[config.mk]
export PLATFORM = sky130hd
export DESIGN_NAME = mdu_ctrl
export DESIGN_NICKNAME = d
export VERILOG_FILES = /design/src/rtl/mdu_ctrl_pkg.sv /design/src/rtl/mdu_ctrl_div_iter.sv /design/src/rtl/mdu_ctrl.sv
export SDC_FILE = /design/constraint.sdc
export NUM_CORES = 2
export LEC_CHECK = 0
export BUFFER_PORTS_ARGS = -buffer_cell sky130_fd_sc_hd__buf_4
export CORE_MARGIN = 4
export CORE_UTILIZATION = 60
export CTS_CLUSTER_DIAMETER = 50
export CTS_CLUSTER_SIZE = 10
export DETAILED_ROUTE_END_ITERATION = 10
export GPL_ROUTABILITY_DRIVEN = 0
export PLACE_DENSITY = 0.8
export SKIP_CTS_REPAIR_TIMING = 1
export SLEW_MARGIN = 20
export SYNTH_ARGS = -nofsm -noshare
export SYNTH_HDL_FRONTEND = slang
export SYNTH_SLANG_ARGS = --single-unit
[constraint.sdc]
create_clock -name clk -period 10.4 [get_ports clk]
set_input_delay 2.08 -clock clk [delete_from_list [all_inputs] [get_ports clk]]
set_output_delay 2.08 -clock clk [all_outputs]
set_load 0.01 [all_outputs]
[src/rtl/mdu_ctrl_pkg.sv]
`default_nettype none
// ============================================================================
//  Module      : mdu_ctrl_pkg
//  Description : Shared widths, EX function codes and FSM state type for the
//                multiply/divide unit controller and its divider core.
//                Also provides the "absolute value when signed" helper used
//                when launching a divide.
//  Revision    : 1.0 - initial release
// ============================================================================
package mdu_ctrl_pkg;

    localparam int W_DATA = 32;
    localparam int W_FUNC = 6;

    // MIPS SPECIAL funct codes; the signed/unsigned variant arrives on 'sign'.
    localparam logic [W_FUNC-1:0] FUNC_MULT = 6'h18;
    localparam logic [W_FUNC-1:0] FUNC_DIV  = 6'h1A;
    localparam logic [W_FUNC-1:0] FUNC_MTHI = 6'h11;
    localparam logic [W_FUNC-1:0] FUNC_MTLO = 6'h13;

    typedef enum logic [1:0] {
        IDLE = 2'd0,
        MUL  = 2'd1,
        DIV  = 2'd2,
        DONE = 2'd3
    } mdu_state_t;

    // Magnitude of a value that is two's complement only when is_signed=1.
    // 0x80000000 maps onto itself, which is the correct unsigned magnitude.
    function automatic logic [W_DATA-1:0] abs_if_signed(input logic              is_signed,
                                                        input logic [W_DATA-1:0] value);
        return (is_signed && value[W_DATA-1]) ? (~value + 1'b1) : value;
    endfunction

endpackage : mdu_ctrl_pkg
`default_nettype wire

[src/rtl/mdu_ctrl_div_iter.sv]
`default_nettype none
// ============================================================================
//  Module      : div_iter
//  Description : Unsigned 32-bit restoring divider, one quotient bit per
//                enabled cycle. 'start' loads the operands; 32 enabled cycles
//                later quotient/remainder are final and held until the next
//                start. A zero divisor yields quotient all-ones and
//                remainder equal to the dividend.
//  Ports       : clk, rst        - clock, async active-high reset
//                start           - load dividend/divisor, clear remainder
//                en              - perform one iteration this cycle
//                dividend/divisor- unsigned operands
//                quotient/remainder - results
//  Revision    : 1.0 - initial release
// ============================================================================
module div_iter
    import mdu_ctrl_pkg::*;
(
    input  logic              clk,
    input  logic              rst,
    input  logic              start,
    input  logic              en,
    input  logic [W_DATA-1:0] dividend,
    input  logic [W_DATA-1:0] divisor,
    output logic [W_DATA-1:0] quotient,
    output logic [W_DATA-1:0] remainder
);

    // The quotient register doubles as the dividend shift register: each
    // iteration shifts its MSB into the partial remainder and its LSB gets
    // the new quotient bit.
    logic [W_DATA-1:0] r_quo;
    logic [W_DATA-1:0] r_rem;
    logic [W_DATA-1:0] r_div;

    logic [W_DATA:0]   w_shift;
    logic [W_DATA:0]   w_diff;

    assign w_shift = {r_rem, r_quo[W_DATA-1]};
    assign w_diff  = w_shift - {1'b0, r_div};

    always_ff @(posedge clk or posedge rst) begin
        if (rst) begin
            r_quo <= '0;
            r_rem <= '0;
            r_div <= '0;
        end else if (start) begin
            r_quo <= dividend;
            r_rem <= '0;
            r_div <= divisor;
        end else if (en) begin
            // Partial remainder never exceeds 32 bits: it stays below a
            // non-zero divisor, or is a dividend prefix when divisor is 0.
            if (!w_diff[W_DATA]) begin
                r_rem <= w_diff[W_DATA-1:0];
                r_quo <= {r_quo[W_DATA-2:0], 1'b1};
            end else begin
                r_rem <= w_shift[W_DATA-1:0];
                r_quo <= {r_quo[W_DATA-2:0], 1'b0};
            end
        end
    end

    assign quotient  = r_quo;
    assign remainder = r_rem;

endmodule : div_iter
`default_nettype wire

[src/rtl/mdu_ctrl.sv]
`default_nettype none
// ============================================================================
//  Module      : mdu_ctrl
//  Description : EX-stage multiply/divide sequencing controller. Launches
//                MULT/DIV from IDLE with latched operands, stalls the
//                pipeline while busy, and pulses a single HI/LO write-back
//                per completed operation. MTHI/MTLO write in the same cycle
//                without stalling. 'flush' cancels any in-flight operation.
//  Ports       : clk, rst              - clock, async active-high reset
//                req, sign, func       - EX instruction valid / signedness / op
//                source_a, source_b    - rs / rt operands
//                flush                 - synchronous cancel
//                alu_stall, busy       - pipeline freeze / controller active
//                hi_write(_data)       - HI write-back
//                lo_write(_data)       - LO write-back
//  Revision    : 1.0 - initial release
// ============================================================================
module mdu_ctrl
    import mdu_ctrl_pkg::*;
#(
    parameter int MUL_CYCLES = 2,
    parameter int DATA_W     = W_DATA
) (
    input  logic              clk,
    input  logic              rst,
    input  logic              req,
    input  logic              sign,
    input  logic [W_FUNC-1:0] func,
    input  logic [DATA_W-1:0] source_a,
    input  logic [DATA_W-1:0] source_b,
    input  logic              flush,
    output logic              alu_stall,
    output logic              busy,
    output logic              hi_write,
    output logic [DATA_W-1:0] hi_write_data,
    output logic              lo_write,
    output logic [DATA_W-1:0] lo_write_data
);

    localparam int          CNT_W      = 5;
    localparam logic [CNT_W-1:0] C_MUL_LAST = CNT_W'(MUL_CYCLES - 1);
    localparam logic [CNT_W-1:0] C_DIV_LAST = CNT_W'(DATA_W - 1);

    mdu_state_t          r_state;
    mdu_state_t          w_next;
    logic [CNT_W-1:0]    r_count;
    logic [DATA_W-1:0]   r_op_a;
    logic [DATA_W-1:0]   r_op_b;
    logic                r_sign;
    logic                r_is_div;
    logic                r_neg_q;
    logic                r_neg_r;

    logic                w_is_mult;
    logic                w_is_div;
    logic                w_launch;
    logic [2*DATA_W-1:0] w_a_ext;
    logic [2*DATA_W-1:0] w_b_ext;
    logic [2*DATA_W-1:0] w_product;
    logic [DATA_W-1:0]   w_div_q;
    logic [DATA_W-1:0]   w_div_r;
    logic [DATA_W-1:0]   w_quot;
    logic [DATA_W-1:0]   w_rem;

    assign w_is_mult = (func == FUNC_MULT);
    assign w_is_div  = (func == FUNC_DIV);
    assign w_launch  = (r_state == IDLE) && req && !flush && (w_is_mult || w_is_div);

    // Divider loads magnitudes on the launch edge and iterates only in DIV,
    // so its outputs stay frozen through DONE.
    div_iter u_div_iter (
        .clk       (clk),
        .rst       (rst),
        .start     (w_launch && w_is_div),
        .en        (r_state == DIV),
        .dividend  (abs_if_signed(sign, source_a)),
        .divisor   (abs_if_signed(sign, source_b)),
        .quotient  (w_div_q),
        .remainder (w_div_r)
    );

    // Sign-extending to 64 bits and keeping the low 64 bits of the product
    // gives the correct two's-complement result for signed operands and the
    // plain product for unsigned ones.
    assign w_a_ext   = {{DATA_W{r_sign & r_op_a[DATA_W-1]}}, r_op_a};
    assign w_b_ext   = {{DATA_W{r_sign & r_op_b[DATA_W-1]}}, r_op_b};
    assign w_product = w_a_ext * w_b_ext;

    assign w_quot = r_neg_q ? (~w_div_q + 1'b1) : w_div_q;
    assign w_rem  = r_neg_r ? (~w_div_r + 1'b1) : w_div_r;

    always_ff @(posedge clk or posedge rst) begin
        if (rst) begin
            r_state  <= IDLE;
            r_count  <= '0;
            r_op_a   <= '0;
            r_op_b   <= '0;
            r_sign   <= 1'b0;
            r_is_div <= 1'b0;
            r_neg_q  <= 1'b0;
            r_neg_r  <= 1'b0;
        end else begin
            r_state <= w_next;
            if (w_launch) begin
                r_op_a   <= source_a;
                r_op_b   <= source_b;
                r_sign   <= sign;
                r_is_div <= w_is_div;
                r_neg_q  <= sign & (source_a[DATA_W-1] ^ source_b[DATA_W-1]);
                r_neg_r  <= sign & source_a[DATA_W-1];
                r_count  <= '0;
            end else if (r_state == MUL || r_state == DIV) begin
                r_count <= r_count + 1'b1;
            end
        end
    end

    always_comb begin
        w_next        = r_state;
        alu_stall     = 1'b0;
        hi_write      = 1'b0;
        hi_write_data = '0;
        lo_write      = 1'b0;
        lo_write_data = '0;

        case (r_state)
            IDLE: begin
                if (w_launch) begin
                    w_next    = w_is_div ? DIV : MUL;
                    alu_stall = 1'b1;
                end else if (req && !flush && func == FUNC_MTHI) begin
                    hi_write      = 1'b1;
                    hi_write_data = source_a;
                end else if (req && !flush && func == FUNC_MTLO) begin
                    lo_write      = 1'b1;
                    lo_write_data = source_a;
                end
            end
            MUL: begin
                alu_stall = 1'b1;
                if (flush)                        w_next = IDLE;
                else if (r_count == C_MUL_LAST)   w_next = DONE;
            end
            DIV: begin
                alu_stall = 1'b1;
                if (flush)                        w_next = IDLE;
                else if (r_count == C_DIV_LAST)   w_next = DONE;
            end
            DONE: begin
                // req is still the completed instruction here; never relaunch.
                w_next = IDLE;
                if (!flush) begin
                    hi_write      = 1'b1;
                    lo_write      = 1'b1;
                    hi_write_data = r_is_div ? w_rem  : w_product[2*DATA_W-1:DATA_W];
                    lo_write_data = r_is_div ? w_quot : w_product[DATA_W-1:0];
                end
            end
            default: w_next = IDLE;
        endcase
    end

    assign busy = (r_state != IDLE);

endmodule : mdu_ctrl
`default_nettype wire

# Word-level counts from Yosys, hierarchy flattened
# Cells that the tools add are included.
[totals] register_bits=171 inputBits=75 output_inout_bits=68 wordCells=97
[classes] addsub=6 n_mul=1 eq_ne=12 muxes=40 bitwise_logic=9 n_reduce_logical=18
[op_table] operator="$mux 32" n=18
[op_table] operator="$add 32x1->32 const B" n=4
[op_table] operator="$not 32->32" n=4
[op_table] operator="$pmux 32 s2" n=2
[op_table] operator="$mul 33x33->64" n=1
[op_table] operator="$sub 33x32->33" n=1
[op_table] operator="$eq 6x5->1 const B" n=4
[op_table] operator="$mux 2" n=6
[op_table] operator="$mux 5" n=2
[op_table] operator="$logic_and 1x1->1" n=9
[op_table] operator="$mux 1" n=8
[op_table] operator="$pmux 2 s4" n=1
[op_table] operator="$pmux 1 s2" n=3
[op_table] operator="$reduce_bool 2->1" n=3
[op_table] operator="$add 5x1->5 const B" n=1
[op_table] operator="$eq 5x1->1 const B" n=1
[op_table] operator="$eq 5x5->1 const B" n=1
[op_table] operator="$and 1x1->1" n=4
[op_table] operator="$eq 2x2->1 const B" n=2
[op_table] operator="$ne 3x2->1 const B" n=1
[op_table] operator="$ne 3x3->1 const B" n=1
[op_table] operator="$reduce_and 3->1" n=1
[op_table] operator="$eq 2x1->1 const B" n=1
[op_table] operator="$logic_not 2->1" n=1
[op_table] operator="5 further kinds" n=6

# Longest topological paths before layout
[depth] ltp_word=7 ltp_mapped=31 ltp_nobuf=28

# Cells and area by module
# Synthesis repeated with hierarchy kept, for this count alone.
[unflattened] hier_cells=5900 area_unflattened_um2=50930.1
[modules_own_cells] module="mdu_ctrl" instances=1 cells_each=5186 area_each_um2=44766.7 seq_area_each_um2=1876.8
[modules_own_cells] module="div_iter" instances=1 cells_each=714 area_each_um2=6163.4 seq_area_each_um2=2402.3

# Worst setup path before layout
# OpenSTA, ideal clock, no wires.
[synth_path] kind="flip-flop to output port" from="register r_op_a[31]" to="output port hi_write_data[27]" arrival_ns=8.320 required_ns=8.320 setup_slack_ns=0.000 stages_incl_launch_ff=29 path_buffers=2 cell_sequence="dfrtp_1 > clkbuf_1 > and2_1 > clkbuf_1 > nand2_1 > inv_1 > fa_1 > inv_1 > fa_1 > inv_1 > fa_1 > fa_1 > inv_1 > fa_1 > inv_1 > fa_1 > inv_1 > fa_1 > fa_1 > inv_1 > ha_1 > and3_1 > nand3_1 > or3_1 > or3_1 > o211a_1 > o21ai_1 > a31oi_1 > a221o_1"
[synth_between] elab_chain_cells=5
[synth_lines] item="from (decl)" line_no="mdu_ctrl.sv:47" source="logic [DATA_W-1:0] r_op_a;"
[synth_lines] item="from (signal assigned)" line_no="mdu_ctrl.sv:105" source="r_op_a <= source_a;"
[synth_lines] item="$and 1x1->1" line_no="mdu_ctrl.sv:85" source="assign w_a_ext = {{DATA_W{r_sign & r_op_a[DATA_W-1]}}, r_op_a};"
[synth_lines] item="$mul 33x33->64 (*)" line_no="mdu_ctrl.sv:87" source="assign w_product = w_a_ext * w_b_ext;"
[synth_lines] item="$mux 32 (*)" line_no="mdu_ctrl.sv:155" source="hi_write_data = r_is_div ? w_rem : w_product[2*DATA_W-1:DATA_W];"
[synth_lines] item="$mux 32 (*)" line_no="mdu_ctrl.sv:152" source="if (!flush) begin"
[synth_lines] item="$pmux 32 s2 (*)" line_no="mdu_ctrl.sv:126" source="case (r_state)"
[synth_lines] item="to (decl)" line_no="mdu_ctrl.sv:35" source="output logic [DATA_W-1:0] hi_write_data,"
# Mark *: on every way between the ends. The rest lies on a longest branch, timed or not.

# Worst setup path after layout
[layout_path] from="register r_op_a[31]" to="output port hi_write_data[29]"
# Same word-level chain as after synthesis.

==> flow_metrics.tcl <==
set metrics [dict create \
    status "complete, but fails checks" \
    violations "setup timing" \
    crit_type "flip-flop to output pin" \
    wl_um 147000 \
    yosys_warnings 0 \
    multi_input_area_um2 41200 \
    hold-path-endpoint "u_div_iter.r_div[30]$_DFFE_PP0P_" \
    cp_data_required_time_ns 8.32 \
    core_um2 83700 \
    row_count 106 \
    synthFlopType "dfrtp_1" \
    hold_viol 0 \
    async_reset_ff_share_pct 100 \
    hold_depth 2 \
    clk_path_buf_depth 2 \
    first_iter_violations 3976 \
    hold_path_class "flip-flop to flip-flop" \
    critPathArrivalTime_ns 8.52 \
    drc_errors 0 \
    cp_common_cell "fa_1" \
    p_int_mw 2.60 \
    track_usage_pct 32.3 \
    fmax_mhz 94.4 \
    ys_seq_area_share_pct 8.46 \
    slew_viol_final 0 \
    syn2layout_area_growth_pct 10.3 \
    setup_ws_ns -0.199 \
    setup_viol 9 \
    max_stage_delay_ns 0.66 \
    slew_headroom_pct 22.5 \
    critPathLaunchType "flip-flop" \
    power_frac_comb_pct 66.8 \
    dieArea_um2 89000 \
    period_share_pct 102 \
    post_drt_wl_per_cell_um 21.3 \
    numPortBuffers 142 \
    r2r-end "u_div_iter.remainder[28]$_DFFE_PP0P_" \
    drtAntennaViolNets 0 \
    final_cells 6904 \
    p_switching_mw 2.90 \
    cts_num_sinks 171 \
    worst_pin_slew_ns 1.16 \
    clkPwrFrac_pct 11.4 \
    grt_pass1_wl_um 227000 \
    seq_power_share_pct 21.7 \
    ys_ff_latch 171 \
    hpwl_um 115000 \
    viasPerCell 5.93 \
    die_h_um 298 \
    crit_fanout 10 \
    ys_types 83 \
    htreeDepth 4 \
    worstSkewPairLatency_ns 0.46 \
    skew_ns 0.0141 \
    cp_slowest_cell "fa_2" \
    antenna_found_initial 9 \
    min_period_ns 10.60 \
    floorplan.initialDensity_pct 60.5 \
    power.share.switching_pct 52.7 \
    synthCells 5672 \
    dp_cells 6801 \
    cap_violations 0 \
    cellLeakagePower_nw 26.9 \
    syn_nets 7129 \
    avgSynthCellArea_um2 8.92 \
    cts_tree "built" \
    ir_worst_vdd_v 0.000412 \
    fillerInstances 6207 \
    drive_gt1_share_pct 11.6 \
    hold_path_startpoint "u_div_iter.r_div[30]$_DFFE_PP0P_" \
    fin_util_pct 66.7 \
    nets 7204 \
    cts_buffers 17 \
    path_clk_slew_ns 0.07 \
    r2r-start "u_div_iter.quotient[31]$_DFFE_PP0P_" \
    hold-worst-slack_ns 0.489 \
    total_power_mw 5.50 \
    r2r_slack_ns 5.94 \
    io_pins 143 \
    grt_max_degree 96 \
    synth_edf_count 0 \
    ctsRootBufferMaster "clkbuf_16" \
    synth_area_um2 50600 \
    vias 40942 \
    seqCellArea_um2 4320 \
    crit_path_end_kind "output pin" \
    p_per_area_nw_per_um2 98.6 \
    rsz0062_at_grt "yes" \
    die_x_um 298 \
    grt_pass1_vias 42577 \
    rr_worst_depth 14 \
    grt_overflow 0 \
    drtPass1Iterations 6 \
]
## critical path, delay by kind of cell, from the launching register on
kind	cells	cell delay, ns
adders and majority gates	9	4.44
and+or+nand+nor	5	1.28
buffers and inverters	9	0.99
AOI/OAI and AO/OA	4	0.87
DFF	1	0.45
## worst max path at each step
| stage | startpoint | endpoint | slack (ns) | depth (start not counted) |
|---|---|---|---|---|
| 2_1_floorplan | r_op_a[31]$_DFFE_PP0P_ | hi_write_data[27] | 0.0001 | 28 |
| 3_3_place_gp | r_sign$_DFFE_PP0P_ | hi_write_data[27] | 0.07 | 25 |
| 3_5_place_dp | r_sign$_DFFE_PP0P_ | hi_write_data[27] | -0.09 | 25 |
| 4_1_cts | r_sign$_DFFE_PP0P_ | hi_write_data[27] | -0.61 | 25 |
| 5_1_grt | r_op_a[31]$_DFFE_PP0P_ | hi_write_data[27] | -0.36 | 27 |
| 6_report | r_op_a[31]$_DFFE_PP0P_ | hi_write_data[29] | -0.20 | 27 |
## power groups by stage
stage	sequential, mW	combinational [mW]	clock [mW]
floorplan	1.03	2.36	0
global placement	1.17	3.31	0
detailed placement	1.18	3.40	0
CTS	1.17	3.43	0.626
global route	1.21	3.95	0.655
finish	1.20	3.68	0.627
## stage by stage
step / TNS, ns / instance area (µm²) / worst slack [ns]
after floorplan: 0 / 50600 / 0.000145
after global placement: 0 / 53800 / 0.0733
after detailed placement: -0.158 / 53800 / -0.0853
after CTS: -7.06 / 54400 / -0.605
after global routing: -3.62 / 55800 / -0.360
final: -0.805 / 55800 / -0.199
## final cells by class
cell class                 instances  share of cell area (%)
antenna                           10                  0.0449
clock buffer                      18                   0.769
clock inverter                    14                   0.206
inverter                        1186                    8.00
multi-input combinational       3978                    73.8
sequential                       171                    7.74
tap                             1134                    2.54
timing repair buffer             393                    6.93
## flip-flops by register name, summed over array words and instances, names as in the netlist
| signal | cells |
|---|---|
| r_count | 5 |
| r_is_div | 1 |
| r_neg_q | 1 |
| r_neg_r | 1 |
| r_op_a | 32 |
| r_op_b | 32 |
| r_sign | 1 |
| r_state | 2 |
| u_div_iter.quotient | 32 |
| u_div_iter.r_div | 32 |
| u_div_iter.remainder | 32 |
## placed cells by master, fill, tap and decap left out, types with 68 or more instances in the layout
cell type and instances:
buf_4 314, dfrtp_1 144, o21ai_0 179, fa_1 1114, nand2_1 897, nor2_1 142
xor2_1 88, inv_1 1171, mux2_2 68, a21oi_1 142, xnor2_1 125, ha_1 241
and2_1 349
## metal layers
metal	routed length [µm]	track usage (%)
met1	51200	40.7
met2	70300	53.3
met3	15000	5.48
met4	10600	18.5
met5	37	0
## cell families after synthesis
logic type / Yosys count / share of synthesized area (%)
adder cells (fa/ha/maj): 1382 / 50.9
flip-flops: 171 / 8.46
AO/OA/AOI/OAI: 619 / 7.74
multiplexers: 123 / 2.60
buffers and inverters: 1523 / 11.4
XOR/XNOR: 220 / 3.81
AND/OR/NAND/NOR: 1634 / 15.1
## Yosys cell counts (7+ instances only)
| cell type | n | share of area [%] |
|---|---|---|
| fa_1 | 1126 | 45 |
| a21o_1 | 48 | 0.71 |
| nand2b_1 | 20 | 0.25 |
| o21bai_1 | 10 | 0.15 |
| nand4_1 | 23 | 0.28 |
| nor3_1 | 30 | 0.30 |
| xor2_1 | 91 | 1.6 |
| o211ai_1 | 16 | 0.24 |
| a22oi_1 | 22 | 0.33 |
| nand3_1 | 28 | 0.28 |
| a21oi_1 | 153 | 1.5 |
| mux2i_1 | 55 | 1.1 |
| inv_1 | 1184 | 8.8 |
| a22o_1 | 9 | 0.16 |
| nor4_1 | 11 | 0.14 |
| nor2b_1 | 12 | 0.15 |
| mux2_2 | 68 | 1.5 |
| nand4b_1 | 7 | 0.12 |
| dfrtp_1 | 171 | 8.5 |
| o21ai_0 | 185 | 1.8 |
| o221ai_1 | 11 | 0.19 |
| and2_1 | 353 | 4.4 |
| or4_1 | 11 | 0.16 |
| buf_1 | 8 | 0.059 |
| o31ai_1 | 33 | 0.49 |
| a211oi_1 | 21 | 0.31 |
| clkbuf_1 | 323 | 2.4 |
| o21a_1 | 11 | 0.16 |
| o41ai_1 | 15 | 0.26 |
| nor2_1 | 145 | 1.1 |
| o22ai_1 | 10 | 0.12 |
| or2_2 | 14 | 0.17 |
| a31oi_1 | 22 | 0.27 |
| and3_1 | 33 | 0.41 |
| o21ai_1 | 8 | 0.079 |
| xnor2_1 | 129 | 2.2 |
| nand2_1 | 903 | 6.7 |
| ha_1 | 256 | 6.3 |
| or3_1 | 18 | 0.22 |
No activity file was read; power rests on OpenSTA's default activity.
